$ cat config.mk
export PLATFORM = sky130hd
export DESIGN_NAME = pipeline_ctrl_flat
export DESIGN_NICKNAME = d
export VERILOG_FILES = /design/src/rtl/pipeline_ctrl_pkg.sv /design/src/rtl/pipeline_ctrl_if.sv /design/src/rtl/pipeline_ctrl_sat_counter.sv /design/src/rtl/pipeline_ctrl.sv /design/src/flat_wrapper.sv
export SDC_FILE = /design/constraint.sdc
export NUM_CORES = 1
export LEC_CHECK = 0
export ABC_AREA = 1
export CAP_MARGIN = 20
export CORE_ASPECT_RATIO = 1.1
export CORE_MARGIN = 1.5
export CORE_UTILIZATION = 51
export DETAILED_ROUTE_END_ITERATION = 10
export PLACE_DENSITY = 0.9
export SLEW_MARGIN = 20
export SYNTH_ARGS = -nofsm -noshare
export SYNTH_HDL_FRONTEND = slang
export SYNTH_SLANG_ARGS = --single-unit
export TNS_END_PERCENT = 10
$ cat constraint.sdc
create_clock -name CLK -period 3.5 [get_ports CLK]
set_input_delay 0.7 -clock CLK [delete_from_list [all_inputs] [get_ports CLK]]
set_output_delay 0.7 -clock CLK [all_outputs]
set_load 0.005 [all_outputs]
$ cat src/rtl/pipeline_ctrl_pkg.sv
// Shared types for the pipeline stall/flush controller: FSM state, latch control word,
// counter width and the load-use hazard test.
package pipeline_ctrl_pkg;

   localparam int unsigned CNT_W = 16;
   localparam int unsigned REG_W = 5;

   typedef enum logic [1:0] {
      RUN     = 2'd0,
      MEMWAIT = 2'd1,
      HALT    = 2'd2
   } ctrl_state_t;

   // One control word covering the PC and all four pipeline latches
   typedef struct packed {
      logic pc_en;
      logic ifid_en;
      logic ifid_flush;
      logic idex_en;
      logic idex_flush;
      logic idex_freeze;
      logic exmem_en;
      logic exmem_flush;
      logic memwb_en;
      logic memwb_flush;
   } ctrl_t;

   localparam ctrl_t CTRL_ALL_OFF = '0;

   localparam ctrl_t CTRL_ADVANCE = '{
      pc_en: 1'b1, ifid_en: 1'b1, ifid_flush: 1'b0,
      idex_en: 1'b1, idex_flush: 1'b0, idex_freeze: 1'b0,
      exmem_en: 1'b1, exmem_flush: 1'b0,
      memwb_en: 1'b1, memwb_flush: 1'b0
   };

   // Destination register 0 is never a real producer, so it never creates a hazard
   function automatic logic load_use_hazard(input logic             ex_load,
                                            input logic [REG_W-1:0] ex_wsel,
                                            input logic [REG_W-1:0] id_rs,
                                            input logic [REG_W-1:0] id_rt,
                                            input logic             id_uses_rt);
      return ex_load && (ex_wsel != '0) &&
             ((ex_wsel == id_rs) || (id_uses_rt && (ex_wsel == id_rt)));
   endfunction

endpackage

$ cat src/rtl/pipeline_ctrl_if.sv
// Hazard inputs and latch/PC controls exchanged between the datapath and pipeline_ctrl.
interface pipeline_ctrl_if;

   logic                                   ihit;
   logic                                   dhit;
   logic                                   mem_req;
   logic                                   ex_load;
   logic [pipeline_ctrl_pkg::REG_W-1:0]    ex_wsel;
   logic [pipeline_ctrl_pkg::REG_W-1:0]    id_rs;
   logic [pipeline_ctrl_pkg::REG_W-1:0]    id_rt;
   logic                                   id_uses_rt;
   logic                                   br_taken;
   logic                                   wb_halt;

   logic                                   pc_en;
   logic                                   ifid_en;
   logic                                   ifid_flush;
   logic                                   idex_en;
   logic                                   idex_flush;
   logic                                   idex_freeze;
   logic                                   exmem_en;
   logic                                   exmem_flush;
   logic                                   memwb_en;
   logic                                   memwb_flush;
   logic                                   halt_o;
   logic [pipeline_ctrl_pkg::CNT_W-1:0]    stall_cnt;
   logic [pipeline_ctrl_pkg::CNT_W-1:0]    flush_cnt;

   // Controller side
   modport pc (
      input  ihit, dhit, mem_req, ex_load, ex_wsel, id_rs, id_rt, id_uses_rt,
             br_taken, wb_halt,
      output pc_en, ifid_en, ifid_flush, idex_en, idex_flush, idex_freeze,
             exmem_en, exmem_flush, memwb_en, memwb_flush, halt_o,
             stall_cnt, flush_cnt
   );

   modport slave (
      input  ihit, dhit, mem_req, ex_load, ex_wsel, id_rs, id_rt, id_uses_rt,
             br_taken, wb_halt,
      output pc_en, ifid_en, ifid_flush, idex_en, idex_flush, idex_freeze,
             exmem_en, exmem_flush, memwb_en, memwb_flush, halt_o,
             stall_cnt, flush_cnt
   );

   // Datapath side
   modport master (
      output ihit, dhit, mem_req, ex_load, ex_wsel, id_rs, id_rt, id_uses_rt,
             br_taken, wb_halt,
      input  pc_en, ifid_en, ifid_flush, idex_en, idex_flush, idex_freeze,
             exmem_en, exmem_flush, memwb_en, memwb_flush, halt_o,
             stall_cnt, flush_cnt
   );

endinterface

$ cat src/rtl/pipeline_ctrl_sat_counter.sv
// Saturating up-counter with asynchronous active-low clear.
module pipeline_ctrl_sat_counter #(
   parameter int unsigned W = 16
) (
   input  logic         clk,
   input  logic         rst_n,
   input  logic         inc,
   output logic [W-1:0] cnt
);

   always_ff @(posedge clk or negedge rst_n) begin
      if (!rst_n) begin
         cnt <= '0;
      end else if (inc && (cnt != '1)) begin
         cnt <= cnt + W'(1);
      end
   end

endmodule

$ cat src/rtl/pipeline_ctrl.sv
// Stall/flush controller for the five-stage pipeline: memory-wait/halt FSM, same-cycle
// latch controls and saturating stall/flush performance counters.
module pipeline_ctrl
   import pipeline_ctrl_pkg::*;
(
   input  logic     CLK,
   input  logic     nRST,
   pipeline_ctrl_if.pc bus
);

   ctrl_state_t state;
   ctrl_state_t state_nxt;
   ctrl_t       ctrl_c;
   logic        mem_wait_c;
   logic        load_use_c;
   logic        stall_inc_c;
   logic        flush_inc_c;

   assign mem_wait_c = bus.mem_req && !bus.dhit;
   assign load_use_c = load_use_hazard(bus.ex_load, bus.ex_wsel, bus.id_rs,
                                       bus.id_rt, bus.id_uses_rt);

   always_ff @(posedge CLK or negedge nRST) begin
      if (!nRST) begin
         state <= RUN;
      end else begin
         state <= state_nxt;
      end
   end

   // Next state plus latch controls, highest-priority condition first
   always_comb begin
      state_nxt = state;
      ctrl_c    = CTRL_ADVANCE;

      unique case (state)
         RUN:     if (bus.wb_halt) state_nxt = HALT;
                  else if (mem_wait_c) state_nxt = MEMWAIT;
         MEMWAIT: if (bus.wb_halt) state_nxt = HALT;
                  else if (bus.dhit) state_nxt = RUN;
         HALT:    state_nxt = HALT;
         default: state_nxt = RUN;
      endcase

      if (state == HALT) begin
         ctrl_c = CTRL_ALL_OFF;
      end else if (mem_wait_c) begin
         // Everything holds; WB gets a bubble so the MEM instruction is not written twice
         ctrl_c             = CTRL_ALL_OFF;
         ctrl_c.memwb_flush = 1'b1;
      end else if (bus.br_taken) begin
         ctrl_c.ifid_flush = 1'b1;
         ctrl_c.idex_flush = 1'b1;
      end else if (load_use_c) begin
         ctrl_c.pc_en       = 1'b0;
         ctrl_c.ifid_en     = 1'b0;
         ctrl_c.idex_freeze = 1'b1;
      end else if (!bus.ihit) begin
         ctrl_c.pc_en      = 1'b0;
         ctrl_c.ifid_flush = 1'b1;
      end
   end

   assign bus.pc_en       = ctrl_c.pc_en;
   assign bus.ifid_en     = ctrl_c.ifid_en;
   assign bus.ifid_flush  = ctrl_c.ifid_flush;
   assign bus.idex_en     = ctrl_c.idex_en;
   assign bus.idex_flush  = ctrl_c.idex_flush;
   assign bus.idex_freeze = ctrl_c.idex_freeze;
   assign bus.exmem_en    = ctrl_c.exmem_en;
   assign bus.exmem_flush = ctrl_c.exmem_flush;
   assign bus.memwb_en    = ctrl_c.memwb_en;
   assign bus.memwb_flush = ctrl_c.memwb_flush;
   assign bus.halt_o      = (state == HALT);

   assign stall_inc_c = (state != HALT) && !ctrl_c.pc_en;
   assign flush_inc_c = ctrl_c.ifid_flush && bus.br_taken;

   pipeline_ctrl_sat_counter #(.W(CNT_W)) u_stall_cnt (
      .clk   (CLK),
      .rst_n (nRST),
      .inc   (stall_inc_c),
      .cnt   (bus.stall_cnt)
   );

   pipeline_ctrl_sat_counter #(.W(CNT_W)) u_flush_cnt (
      .clk   (CLK),
      .rst_n (nRST),
      .inc   (flush_inc_c),
      .cnt   (bus.flush_cnt)
   );

endmodule

$ cat src/flat_wrapper.sv
// flat-port wrapper written by rule: the top's interface ports become plain ports
module pipeline_ctrl_flat import pipeline_ctrl_pkg::*;
  (CLK, nRST, bus_ihit, bus_dhit, bus_mem_req, bus_ex_load, bus_ex_wsel, bus_id_rs, bus_id_rt, bus_id_uses_rt, bus_br_taken, bus_wb_halt, bus_pc_en, bus_ifid_en, bus_ifid_flush, bus_idex_en, bus_idex_flush, bus_idex_freeze, bus_exmem_en, bus_exmem_flush, bus_memwb_en, bus_memwb_flush, bus_halt_o, bus_stall_cnt, bus_flush_cnt);
  pipeline_ctrl_if bus_i ();
  input  logic CLK;
  input  logic nRST;
  input wire logic [$bits(bus_i.ihit)-1:0] bus_ihit;
  input wire logic [$bits(bus_i.dhit)-1:0] bus_dhit;
  input wire logic [$bits(bus_i.mem_req)-1:0] bus_mem_req;
  input wire logic [$bits(bus_i.ex_load)-1:0] bus_ex_load;
  input wire logic [$bits(bus_i.ex_wsel)-1:0] bus_ex_wsel;
  input wire logic [$bits(bus_i.id_rs)-1:0] bus_id_rs;
  input wire logic [$bits(bus_i.id_rt)-1:0] bus_id_rt;
  input wire logic [$bits(bus_i.id_uses_rt)-1:0] bus_id_uses_rt;
  input wire logic [$bits(bus_i.br_taken)-1:0] bus_br_taken;
  input wire logic [$bits(bus_i.wb_halt)-1:0] bus_wb_halt;
  output wire logic [$bits(bus_i.pc_en)-1:0] bus_pc_en;
  output wire logic [$bits(bus_i.ifid_en)-1:0] bus_ifid_en;
  output wire logic [$bits(bus_i.ifid_flush)-1:0] bus_ifid_flush;
  output wire logic [$bits(bus_i.idex_en)-1:0] bus_idex_en;
  output wire logic [$bits(bus_i.idex_flush)-1:0] bus_idex_flush;
  output wire logic [$bits(bus_i.idex_freeze)-1:0] bus_idex_freeze;
  output wire logic [$bits(bus_i.exmem_en)-1:0] bus_exmem_en;
  output wire logic [$bits(bus_i.exmem_flush)-1:0] bus_exmem_flush;
  output wire logic [$bits(bus_i.memwb_en)-1:0] bus_memwb_en;
  output wire logic [$bits(bus_i.memwb_flush)-1:0] bus_memwb_flush;
  output wire logic [$bits(bus_i.halt_o)-1:0] bus_halt_o;
  output wire logic [$bits(bus_i.stall_cnt)-1:0] bus_stall_cnt;
  output wire logic [$bits(bus_i.flush_cnt)-1:0] bus_flush_cnt;
  assign bus_i.ihit = bus_ihit;
  assign bus_i.dhit = bus_dhit;
  assign bus_i.mem_req = bus_mem_req;
  assign bus_i.ex_load = bus_ex_load;
  assign bus_i.ex_wsel = bus_ex_wsel;
  assign bus_i.id_rs = bus_id_rs;
  assign bus_i.id_rt = bus_id_rt;
  assign bus_i.id_uses_rt = bus_id_uses_rt;
  assign bus_i.br_taken = bus_br_taken;
  assign bus_i.wb_halt = bus_wb_halt;
  assign bus_pc_en = bus_i.pc_en;
  assign bus_ifid_en = bus_i.ifid_en;
  assign bus_ifid_flush = bus_i.ifid_flush;
  assign bus_idex_en = bus_i.idex_en;
  assign bus_idex_flush = bus_i.idex_flush;
  assign bus_idex_freeze = bus_i.idex_freeze;
  assign bus_exmem_en = bus_i.exmem_en;
  assign bus_exmem_flush = bus_i.exmem_flush;
  assign bus_memwb_en = bus_i.memwb_en;
  assign bus_memwb_flush = bus_i.memwb_flush;
  assign bus_halt_o = bus_i.halt_o;
  assign bus_stall_cnt = bus_i.stall_cnt;
  assign bus_flush_cnt = bus_i.flush_cnt;
  pipeline_ctrl u_core (.CLK(CLK), .nRST(nRST), .bus(bus_i));
endmodule
==> out/metrics.csv, run 1 <==
stage,metric,value,unit
floorplan,chip width,66.8,µm
global_routing,All-Layer GR Usage,24.9,%
setup_path,Bufs and invs on worst path,3,
yosys,top_reg_cell synth,dfrtp_1,
yosys,Synth area leaders,"dfrtp_1, nand2_1, xor2_1, nand4_1, inv_1",
cts,Num CTS Buffers,5,
setup_path,worst path required time,2.80,ns
cts,clk sink count,34,
flow_run,max_cap viols,0,
detailed_routing,DRC violations left,0,
setup_path,CP Class,primary input to output pin,
yosys,YS warnings,0,
setup_path,crit path from,bus_ex_wsel[1],
yosys,count of unique library cells instantiated by Yosys,33,
cts,root buffer selected by CTS,clkbuf_8,
global_routing,first-pass GRT wire length,9.36,mm
outcome,status,completed,
pwr,cell leakage power,1.53,nW
floorplan,Die Y-Extent,73.2,µm
global_routing,GRT overflow,0,
floorplan,Initial Util,53.3,%
yosys,Yosys top cell by area,dfrtp_1,
final_layout,FILL cells,360,
cts,hold buffer count at CTS,0,
setup_path,CP Cell Sequence,"clkdlybuf4s50_1, nor2_1, nand4_1, nand3_1, inv_1, nand2_1, nand2_1, a21oi_1, clkdlybuf4s50_1",
cts,clk_lat worst skew,0.29,ns
yosys,Cells after Synth,321,
sta,Hold Fails Final Rpt,0,
setup_path,critical path's slowest cell,clkdlybuf4s50_1,
sta,Setup Viol. Count Final,0,
setup_path,critical path's largest stage delay,0.51,ns
cts,Resized cells post-CTS,0,
yosys,Yosys top cell area share,37.3,%
cts,CTS Buffer Depth,2,
pwr,Pwr per Cell Area,503,nW/µm²
cts,Post-CTS Setup Inserts,0,
sta,Slew Limit Fails,0,
floorplan,Die Area,4890,µm²
detailed_routing,router iterations before antenna repair,4,
sta,post-route setup TNS,0,ns
final_layout,antenna cells,0,
sta,RSZ-0062 raised after global routing,no,
setup_path,Reg2Reg Launch Point,u_core.u_flush_cnt.cnt[0]$_DFFE_PN0P_,
sta,fmax,324,MHz
floorplan,I/O pins,67,
final_layout,Area Growth Syn to Fin,35.4,%
setup_path,CP endpoint kind,output pin,
min_path,Worst Hold Class,flop to flop,
floorplan,core box area,4290,µm²
yosys,"EDFF count, synth",0,
sta,fin crit share,88.2,%
cts,TritonCTS clock tree,yes,
min_path,Worst Min Path Start,u_core.state[1]$_DFFE_PN0P_,
floorplan,num rows,25,
cts,CTS H-Tree Depth,2,
detailed_routing,WL per Instance,12.6,µm
placed_design,GP Congestion,0.944,
sta,final worst path period need,3.09,ns
sta,Setup Skew,0.00876,ns
yosys,mapped cell area,2280,µm²
sta,Final WS setup,0.414,ns
global_routing,vias in the first global route,2127,
final_layout,share of layout cells above drive strength 1,6.46,%
placed_design,pre-CTS setup slack,0.409,ns
detailed_routing,WL final,5.54,mm
yosys,"Async S/R FF share, synth",100,%
setup_path,crit-path max FO,4,
global_routing,largest net degree at the start of global routing,35,
yosys,post-synthesis register bit count,34,
detailed_routing,vias per cell,5.19,
placed_design,IO Port Bufs,65,
global_routing,initial antenna violation count,0,
yosys,Mean Syn Cell Area,7.11,µm²
final_layout,nets,412,
setup_path,Worst Path Arrival,2.39,ns
cts,clk slew on worst S/H paths,0.07,ns
setup_path,crit path launch type,primary input,
pwr,Peak VDD IR,306,µV
yosys,Mapped Nets,347,
yosys,sequential fraction of the synthesis area,37.3,%
setup_path,Crit path max-delay family,buffers and inverters,
detailed_routing,Antenna Violating Nets Remaining,0,
placed_design,hpwl dp,4.22,mm
detailed_routing,First DRT Iteration DRCs,176,
detailed_routing,routed via count,2289,
## synth_stat cells (2+ instances only)
library cell / number
xnor2_1: 5
nor3b_1: 2
buf_4: 4
nor2_1: 34
nor3_1: 7
xor2_1: 21
buf_2: 2
inv_2: 8
o21ai_0: 2
nand2_1: 104
nand4_1: 21
ha_1: 2
inv_1: 34
buf_6: 2
dfrtp_1: 34
o21ai_1: 5
nand3_1: 18
## final timing paths
path / to / slack (ns) / depth (start not counted)
worst max-delay path: bus_ifid_flush / 0.41 / 9
worst min-delay path: u_core.state[0]$_DFFE_PN0P_ / 0.47 / 1
worst max register to register: u_core.u_flush_cnt.cnt[15]$_DFFE_PN0P_ / 1.66 / 8
worst min register to register: u_core.state[0]$_DFFE_PN0P_ / 0.47 / 1
max in group asynchronous: u_core.state[0]$_DFFE_PN0P_ / 2.34 / 2
min in group asynchronous: u_core.u_flush_cnt.cnt[10]$_DFFE_PN0P_ / 0.83 / 2
## power by group
part	internal, mW	leakage [nW]	switching, mW	total [mW]
Sequential	0.469	0.443	0.0926	0.562
Clock	0.285	0.0683	0.150	0.436
Combinational	0.288	1.02	0.270	0.558
Total	1.04	1.53	0.513	1.56
## per-stage QoR
step	total power [mW]	cell area, µm²	util (%)	hold WS [ns]	std cells
2_1_floorplan	0.828	2280	-	0.404	321
3_3_place_gp	1.10	2950	68.9	0.458	433
3_5_place_dp	1.13	2950	68.9	0.474	433
4_1_cts	1.57	3090	72.1	0.485	441
5_1_grt	1.65	3090	72.1	0.516	441
6_report	1.56	3090	72.1	0.474	441
## sequential cells by signal, indices dropped and copies added (netlist names)
name                    count
u_core.state                2
u_core.u_stall_cnt.cnt     16
u_core.u_flush_cnt.cnt     16
## cells in the final DEF, fill, tap and decap left out, types with 3 or more instances in the layout
master	n
buf_4	3
clkbuf_8	5
clkdlybuf4s50_1	65
dfrtp_1	34
inv_1	34
inv_2	8
nand2_1	104
nand3_1	18
nand4_1	21
nor2_1	34
nor3_1	7
o21ai_1	5
xnor2_1	5
xor2_1	21
## routing by layer
metal | vias to the layer above | wire length (µm) | global-route usage, %
li1 | 1143 | - | -
met1 | 1075 | 2140 | 28.1
met2 | 62 | 3040 | 45.8
met3 | 9 | 259 | 5.09
met4 | 0 | 104 | 9.30
met5 | - | 0 | 0
## kinds of logic after synthesis
family	share of synthesized area (%)
simple gates	38.8
buf+inv	9.98
flops	37.3
xor+xnor	9.98
compound gates	2.74
fa+ha+maj	1.10
other cells	0.164
## final cells by class
class                      instances  area, µm²  share of cell area (%)
clock buffer                       5       68.8                    2.23
clock inverter                     3       68.8                    2.23
inverter                          42        158                    5.10
multi-input combinational        235       1200                    38.9
sequential                        34        851                    27.5
tap                               54       67.6                    2.19
timing repair buffer              68        673                    21.8
Note: power is estimated with default switching activity, not from simulation.
==> run 2, diff against run 1 <==
==> constraint.sdc (replaced) <==
create_clock -name CLK -period 3.5 [get_ports CLK]
set_input_delay 0.525 -clock CLK [delete_from_list [all_inputs] [get_ports CLK]]
set_output_delay 0.525 -clock CLK [all_outputs]
set_load 0.005 [all_outputs]
==> run 2 against run 1 <==
  * Utilization is 1.2 points lower
  * Fmax increased by 3.4%
  * Design area shrank 1.6%
  * Clock-buffer cell count up 1
  * Largest power group unchanged
  * Hold slack better by 0.0082 ns
  * Power fell by 8.1%
  * Routed wire length shrank 0.63%
  * Setup slack gained 0.10 ns
  * Critical endpoint is now bus_pc_en
  * First-iteration DRC count is 8.5% higher
==> out/metrics.csv, run 2 (same netlist as run 1, synthesis figures left out) <==
stage,metric,value,unit
cts,clk_lat worst skew,0.28,ns
pwr,Psw,516,µW
sta,post-route setup TNS,0,ns
sta,Slew Limit Fails,0,
placed_design,hpwl dp,4.11,mm
detailed_routing,vias per cell,5.25,
sta,Setup Skew,0.00636,ns
flow_run,max_cap viols,0,
cts,Post-CTS Setup Inserts,0,
floorplan,I/O pins,67,
global_routing,GRT overflow,0,
cts,Resized cells post-CTS,0,
global_routing,vias in the first global route,2192,
final_layout,largest registers,"u_core.u_flush_cnt.cnt x16, u_core.u_stall_cnt.cnt x16, u_core.state x2",
floorplan,Die Area,4890,µm²
pwr,Peak VDD IR,369,µV
floorplan,Initial Util,53.3,%
final_layout,Area Growth Syn to Fin,33.2,%
detailed_routing,First DRT Iteration DRCs,191,
setup_path,CP endpoint kind,output pin,
final_layout,share of layout cells above drive strength 1,6.22,%
pwr,P_int,915,µW
floorplan,num rows,25,
final_layout,antenna cells,0,
final_layout,Final Non-Filler Cells,440,
cts,hold buffer count at CTS,0,
detailed_routing,router iterations before antenna repair,4,
cts,CTS H-Tree Depth,2,
final_layout,"most common cell after layout, fill and taps aside",nand2_1,
detailed_routing,routed via count,2312,
cts,root buffer selected by CTS,clkbuf_8,
setup_path,crit path launch type,primary input,
global_routing,first-pass GRT wire length,9.46,mm
floorplan,core box area,4290,µm²
cts,clk slew on worst S/H paths,0.07,ns
placed_design,placed cell count,432,
cts,TritonCTS clock tree,yes,
placed_design,IO Port Bufs,65,
placed_design,GP Congestion,0.932,
detailed_routing,DRC violations left,0,
pwr,clock share of power,21.3,%
pwr,sequential power share,39.5,%
global_routing,largest net degree at the start of global routing,35,
sta,Setup Viol. Count Final,0,
floorplan,chip width,66.8,µm
floorplan,Die Y-Extent,73.2,µm
sta,fin crit share,85.2,%
outcome,status,completed,
setup_path,Worst Path Arrival,2.46,ns
cts,clk sink count,34,
setup_path,CP Cell Sequence,"clkdlybuf4s50_1, nor2_1, nand4_1, nand3_1, inv_1, nand2_1, nand2_2, nor2_1, clkdlybuf4s50_1",
setup_path,worst path required time,2.97,ns
setup_path,crit-path max FO,19,
cts,Num CTS Buffers,5,
setup_path,critical path's slowest cell,clkdlybuf4s50_1,
min_path,Worst Hold Class,flop to flop,
detailed_routing,Antenna Violating Nets Remaining,0,
pwr,combinational share of power,39.3,%
sta,final worst path period need,2.98,ns
pwr,cell leakage power,1.50,nW
pwr,Pwr per Cell Area,470,nW/µm²
detailed_routing,WL per Instance,12.5,µm
sta,RSZ-0062 raised after global routing,no,
sta,fmax,335,MHz
final_layout,nets,411,
detailed_routing,WL final,5.51,mm
cts,CTS Buffer Depth,2,
global_routing,initial antenna violation count,0,
setup_path,critical path's largest stage delay,0.51,ns
pwr,switching fraction of total power,36.0,%
final_layout,"commonest non-fill, non-tap cells in the layout","nand2_1, clkdlybuf4s50_1, inv_1, nor2_1, dfrtp_1",
setup_path,CP Class,primary input to output pin,
global_routing,All-Layer GR Usage,24.9,%
sta,Hold Fails Final Rpt,0,
-- run 2: changes by cell type in the layout (fill, tap and decap cells not counted), sizes merged --
cell,previous run,this run
bufinv,2,0
buf,3,2
clkbuf,5,6
clkinvlp,0,1
-- run 2: worst paths after layout --
check | from | to | slack (ns) | depth (start not counted)
worst max-delay path | bus_ex_wsel[1] | bus_pc_en | 0.52 | 9
worst min-delay path | u_core.state[1]$_DFFE_PN0P_ | u_core.state[0]$_DFFE_PN0P_ | 0.48 | 1
worst max register to register | u_core.state[1]$_DFFE_PN0P_ | u_core.u_flush_cnt.cnt[2]$_DFFE_PN0P_ | 1.48 | 8
worst min register to register | u_core.state[1]$_DFFE_PN0P_ | u_core.state[0]$_DFFE_PN0P_ | 0.48 | 1
max in group asynchronous | nRST | u_core.u_stall_cnt.cnt[3]$_DFFE_PN0P_ | 2.55 | 2
min in group asynchronous | nRST | u_core.u_flush_cnt.cnt[10]$_DFFE_PN0P_ | 0.64 | 2
-- run 2: critical path, delay by kind of cell --
kind	cells	cell delay [ns]
buffers and inverters	3	1.04
and+or+nand+nor	6	0.88
-- run 2: area by class of cell --
class,count,area (µm²)
Clock buffer,6,82.6
Fill cell,353,1240
Timing Repair Buffer,67,666
Sequential cell,34,851
Tap cell,54,67.6
Clock inverter,2,12.5
Multi-Input combinational cell,235,1200
Inverter,42,158
-- run 2: metrics by stage --
step	total power [mW]	area, µm²	hold slack (ns)	worst slack (ns)	utilization (%)
5_1_grt	1.53	3040	0.532	0.389	70.9
6_report	1.43	3040	0.483	0.516	70.9
2_1_floorplan	0.828	2280	0.229	1.64	-
3_3_place_gp	1.10	2950	0.454	0.594	68.7
3_5_place_dp	1.13	2950	0.475	0.523	68.7
4_1_cts	1.44	3040	0.486	0.510	70.9
-- run 2: power groups by stage --
| stage | combinational (mW) | clock, mW | sequential [mW] |
|---|---|---|---|
| 2_1_floorplan | 0.272 | 0 | 0.556 |
| 3_3_place_gp | 0.541 | 0 | 0.563 |
| 3_5_place_dp | 0.560 | 0 | 0.569 |
| 4_1_cts | 0.564 | 0.314 | 0.564 |
| 5_1_grt | 0.621 | 0.331 | 0.574 |
| 6_report | 0.562 | 0.304 | 0.565 |
-- run 2: metal layers --
layer  wire, µm  GRT usage, %  vias up
met5          0             0        -
met4         79          9.75        0
met3        267          5.09        8
met2       2960          44.0       62
met1       2200          29.4     1099
li1           -             -     1143
